**src/rtl/pc_pkg.sv**
```systemverilog
// Shared definitions for the program counter: default sizing and the
// next-PC source selection enum.
package pc_pkg;

  localparam int PC_W_DEFAULT     = 10;
  localparam int RESET_PC_DEFAULT = 0;

  // Source of the next PC value.
  typedef enum logic [1:0] {
    PC_SEL_HOLD   = 2'd0,
    PC_SEL_JUMP   = 2'd1,
    PC_SEL_BRANCH = 2'd2,
    PC_SEL_INC    = 2'd3
  } pc_sel_t;

endpackage : pc_pkg

```
**src/rtl/pc_next_logic.sv**
```systemverilog
// Combinational next-PC computation. Decodes the control inputs into a
// pc_sel_t (hold > jump > branch > increment) and produces the candidate
// next PC. Reset is handled by the register stage in the top level.
module pc_next_logic
  import pc_pkg::*;
#(
  parameter int PC_W = PC_W_DEFAULT
) (
  input  logic [PC_W-1:0] pc,
  input  logic [PC_W-1:0] target,
  input  logic            halt,
  input  logic            jump_en,
  input  logic            branch_en,
  output logic [PC_W-1:0] pc_next
);

  pc_sel_t sel_s;

  // Priority decode of the control inputs; halt beats jump beats branch.
  always_comb begin
    sel_s = PC_SEL_INC;
    if (halt) begin
      sel_s = PC_SEL_HOLD;
    end else if (jump_en) begin
      sel_s = PC_SEL_JUMP;
    end else if (branch_en) begin
      sel_s = PC_SEL_BRANCH;
    end else begin
      sel_s = PC_SEL_INC;
    end
  end

  // Next-PC datapath. Branch adds the two's-complement offset; the plain
  // modulo-2^PC_W add gives the signed result because widths match.
  always_comb begin
    pc_next = pc;
    case (sel_s)
      PC_SEL_HOLD:   pc_next = pc;
      PC_SEL_JUMP:   pc_next = target;
      PC_SEL_BRANCH: pc_next = pc + target;
      PC_SEL_INC:    pc_next = pc + {{(PC_W-1){1'b0}}, 1'b1};
      default:       pc_next = pc;
    endcase
  end

endmodule : pc_next_logic

```
**src/rtl/program_counter.sv**
```systemverilog
// Program counter register with synchronous active-low reset (init).
// Optional feature: define PC_STICKY_HALT_EN to make a sampled halt latch
// an internal halted flag that freezes the PC until the next reset.
// Without it, the PC freezes only in cycles where halt is high.
module program_counter
  import pc_pkg::*;
#(
  parameter int PC_W     = PC_W_DEFAULT,
  parameter int RESET_PC = RESET_PC_DEFAULT
) (
  input  logic            CLK,
  input  logic            init,
  input  logic            jump_en,
  input  logic            branch_en,
  input  logic            halt,
  input  logic [PC_W-1:0] target,
  output logic [PC_W-1:0] PC
);

  localparam logic [PC_W-1:0] RESET_PC_V = PC_W'(RESET_PC);

  logic [PC_W-1:0] pc_q;
  logic [PC_W-1:0] pc_d;
  logic [PC_W-1:0] pc_next_s;
  logic            halt_eff_s;

`ifdef PC_STICKY_HALT_EN
  logic halted_q;
  logic halted_d;

  // Once halt is sampled the flag stays set; it also holds the PC meanwhile.
  always_comb begin
    halted_d   = halted_q | halt;
    halt_eff_s = halted_q | halt;
  end

  // Halted flag register; reset clears it.
  always_ff @(posedge CLK) begin
    if (!init) begin
      halted_q <= 1'b0;
    end else begin
      halted_q <= halted_d;
    end
  end
`else
  assign halt_eff_s = halt;
`endif

  pc_next_logic #(
    .PC_W (PC_W)
  ) u_pc_next_logic (
    .pc        (pc_q),
    .target    (target),
    .halt      (halt_eff_s),
    .jump_en   (jump_en),
    .branch_en (branch_en),
    .pc_next   (pc_next_s)
  );

  // Register input comes straight from the next-PC logic.
  always_comb begin
    pc_d = pc_next_s;
  end

  // PC register; reset overrides every request.
  always_ff @(posedge CLK) begin
    if (!init) begin
      pc_q <= RESET_PC_V;
    end else begin
      pc_q <= pc_d;
    end
  end

  assign PC = pc_q;

endmodule : program_counter

```
**config.mk**
```make
export PLATFORM = sky130hd
export DESIGN_NAME = program_counter
export DESIGN_NICKNAME = d
export VERILOG_FILES = /design/src/rtl/pc_pkg.sv /design/src/rtl/pc_next_logic.sv /design/src/rtl/program_counter.sv
export SDC_FILE = /design/constraint.sdc
export NUM_CORES = 1
export LEC_CHECK = 0
export BUFFER_PORTS_ARGS = -buffer_cell sky130_fd_sc_hd__buf_4
export CAP_MARGIN = 10
export CORE_MARGIN = 3
export CORE_UTILIZATION = 51
export DETAILED_ROUTE_END_ITERATION = 8
export GPL_ROUTABILITY_DRIVEN = 1
export PLACE_DENSITY = 0.82
export RECOVER_POWER = 100
export SLEW_MARGIN = 20
export SYNTH_ARGS = -nofsm -noshare
export SYNTH_HDL_FRONTEND = slang
export SYNTH_HIERARCHICAL = 1
export SYNTH_SLANG_ARGS = --single-unit
```
**constraint.sdc**
```tcl
create_clock -name CLK -period 3.1 [get_ports CLK]
set_input_delay 0.155 -clock CLK [delete_from_list [all_inputs] [get_ports CLK]]
set_output_delay 0.155 -clock CLK [all_outputs]
set_load 0.05 [all_outputs]
```
==> reports/qor.txt <==
FFs w/ async S/R, synth: 0%
Max-cap viol count: 0
CTS clock-pin slew for the worst setup and hold paths: 0.07 ns
DR pass1 iterations: 4
Synth area leaders: dfxtp_1, ha_1, and2_1
Number of setup buffers added after CTS: 0
Worst VDD drop: 0.0003240 V
Multi-input gate area: 686.9 um^2
HP Class: input port to flop
Gp weighted congestion: 0.8562
Startpoint types: input port
FMAX: 0.3825 GHz
Post-Place Worst Slack: 0.4644 ns
Cts repair resizes: 0
Slew Limit Headroom: 60.33%
Sw Ratio: 40.49%
P per Cell Area: 395.2 mW/mm^2
Top-Level Pins: 25
Critical Path RT: 3.27 ns
Reg area: 200.2 um^2
Tmin final: 2.614 ns
Lkg Pwr: 0.5161 nW
Dpl hpwl: 1.673 mm
Primary FF master, synth: dfxtp_1
Worst-path fanout max: 12
Die Wd: 48.98 um
Finished Cell Area: 0.001112 mm^2
Worst slew pin tran: 0.5977 ns
Max reg flops: 10
Gr usage total: 20.88%
Synth Warn #: 6
Grt ovf: 0
Synth Instances: 116
H-tree depth: 1
Final WS setup: 0.4859 ns
Syn_nets: 141
Core area: 0.001612 mm^2
WS Path Type: input port to flop
Reg power frac: 34.0%
Mean Syn Cell Area: 8.122 um^2
TNS Setup: 0 ns
ANT nets after route: 0
Mean routed wirelength per cell: 13.49 um
Post-Syn Area: 942.2 um^2
Worst Setup End Kind: flop
Die height: 48.98 um
Post-synth cell types: 33
Cts-stage hold buffer count: 0
Largest net degree at the start of global routing: 13
Final setup viols: 0
Total wire length: 2.240 mm
Die area: 0.002399 mm^2
Area grow syn2layout: 18.06%
Clock Root Buffer: clkbuf_4
Largest area contributor in the netlist: dfxtp_1
Fin nets: 169
Post-synthesis sequential element count: 10
Post-Route Skew: 0.001246 ns
Tcrit/Tclk final: 84.33%
Area post-placement: 0.001150 mm^2
CTS Buffer Depth: 2
Pint: 0.0002616 W
Filler cell count: 160
CTS tree: built
Vias: 930
EDFF count, synth: 0
Layout cells sized above 1: 15.49%
Clk pwr share: 21.4%
RSZ-0062 raised after global routing: false
Initial antenna violation count: 0
CTS Buf Count: 3
Row cnt: 14
Initial drt markers: 12
Post-DR vias/cell: 5.602
Ant diodes: 0
Hold Vio Cnt, Final: 0
Starting density of the core: 58.46%
NetSw: 0.0001780 W
Later-pin clock latency in the skew report: 0.27 ns
Outcome: finished clean
Sequential area share after synthesis: 21.25%
Worst EP arrival: 2.78 ns
First-pass GRT wire length: 4.008 mm
Comb pwr share: 44.6%
Clock Sink Count: 10
DRC: 0
Fin. max-slew vios: 0
Vias in the first global route: 955
Port-buffer cells: 24
Post-synth top area share: 21.25%
==> synthesized netlist by cell type (2+ instances only) <==
| cell type | count |
|---|---|
| buf_2 | 2 |
| xor2_1 | 4 |
| o22ai_1 | 3 |
| mux2i_1 | 4 |
| dfxtp_1 | 10 |
| a22oi_1 | 2 |
| o211ai_1 | 2 |
| ha_1 | 9 |
| a31oi_1 | 2 |
| o21ai_0 | 7 |
| or2_2 | 2 |
| xnor2_1 | 2 |
| nor2b_1 | 4 |
| nor2_1 | 8 |
| o21a_1 | 2 |
| and2b_1 | 4 |
| nand2_1 | 8 |
| and2_1 | 10 |
| a21oi_1 | 6 |
| inv_1 | 7 |
| a21o_1 | 4 |
| a21oi_2 | 2 |
| and4_2 | 2 |
==> power groups by stage <==
stage           clock, W  combinational (W)  sequential [W]
2_1_floorplan          0           0.000115        0.000190
3_5_place_dp           0           0.000209        0.000153
4_1_cts        0.0000984           0.000211        0.000150
6_report       0.0000941           0.000196        0.000150
5_1_grt         0.000106           0.000216        0.000152
3_3_place_gp           0           0.000207        0.000152
==> final cells by class <==
cell class | count | share of cell area [%]
Multi-Input combinational cell | 97 | 61.75
Sequential cell | 10 | 18.00
Timing Repair Buffer | 25 | 13.16
Tap cell | 24 | 2.700
Inverter | 7 | 2.362
Clock buffer | 3 | 2.025
==> worst paths after layout <==
| kind | startpoint | endpoint | slack (ns) | cells after the start |
|---|---|---|---|---|
| worst max-delay path | jump_en | PC[9] | 0.49 | 11 |
| worst min-delay path | init | PC[5] | 0.17 | 2 |
| worst max register to register | PC[0] | PC[4] | 0.98 | 9 |
| worst min register to register | PC[2] | PC[2] | 0.61 | 2 |
==> layer usage <==
| metal | up-vias | GRT usage, % | part of all wire [%] |
|---|---|---|---|
| li1 | 466 | - | - |
| met1 | 434 | 25.37 | 48 |
| met2 | 26 | 35.52 | 45 |
| met3 | 4 | 4.893 | 5.3 |
| met4 | 0 | 7.583 | 1.3 |
| met5 | - | 0 | 0 |
==> cells in the final DEF, fill, tap and decap left out, types with 3 or more instances in the layout <==
cell / netlist / final
a21o_1: 4 / 4
a21oi_1: 6 / 7
and2_0: 0 / 3
and2_1: 10 / 7
and2b_1: 4 / 4
buf_4: 0 / 14
clkbuf_1: 0 / 11
clkbuf_4: 0 / 3
dfxtp_1: 10 / 10
ha_1: 9 / 9
inv_1: 7 / 7
mux2i_1: 4 / 4
nand2_1: 8 / 8
nor2_1: 8 / 8
nor2b_1: 4 / 4
o21ai_0: 7 / 8
o22ai_1: 3 / 3
xor2_1: 4 / 4
==> metrics by stage <==
| stage | power (W) | instances | hold WS (ns) | utilization, % |
|---|---|---|---|---|
| 6_report | 0.0004396 | 166 | 0.1742 | 69.02 |
| 3_5_place_dp | 0.0003614 | 163 | 0.4572 | 71.35 |
| 3_3_place_gp | 0.0003596 | 163 | 0.4515 | 71.35 |
| 2_1_floorplan | 0.0003050 | 116 | 0.2767 | - |
| 4_1_cts | 0.0004594 | 166 | 0.1742 | 72.75 |
| 5_1_grt | 0.0004744 | 166 | 0.1874 | 69.02 |
==> cells by family after synthesis <==
kind of cell,after synthesis,share of synthesized area [%]
xor gates and xnor gates,6,5.578
AOI/OAI and AO/OA,37,27.09
adders and majority gates,10,14.08
and+or+nand+nor,40,23.90
muxes,4,4.250
buffers and inverters,9,3.852
DFF,10,21.25
==> critical path, cell delays in order <==
cell       delay [ns]
clkbuf_1         0.24
or2_2            0.43
o21ai_0          0.35
inv_1            0.09
ha_1             0.30
a211oi_1         0.29
o21ai_0          0.23
a2bb2oi_1        0.23
mux2i_1          0.22
o21ai_1          0.08
and2_1           0.16
No activity file was read; power rests on OpenSTA's default activity.
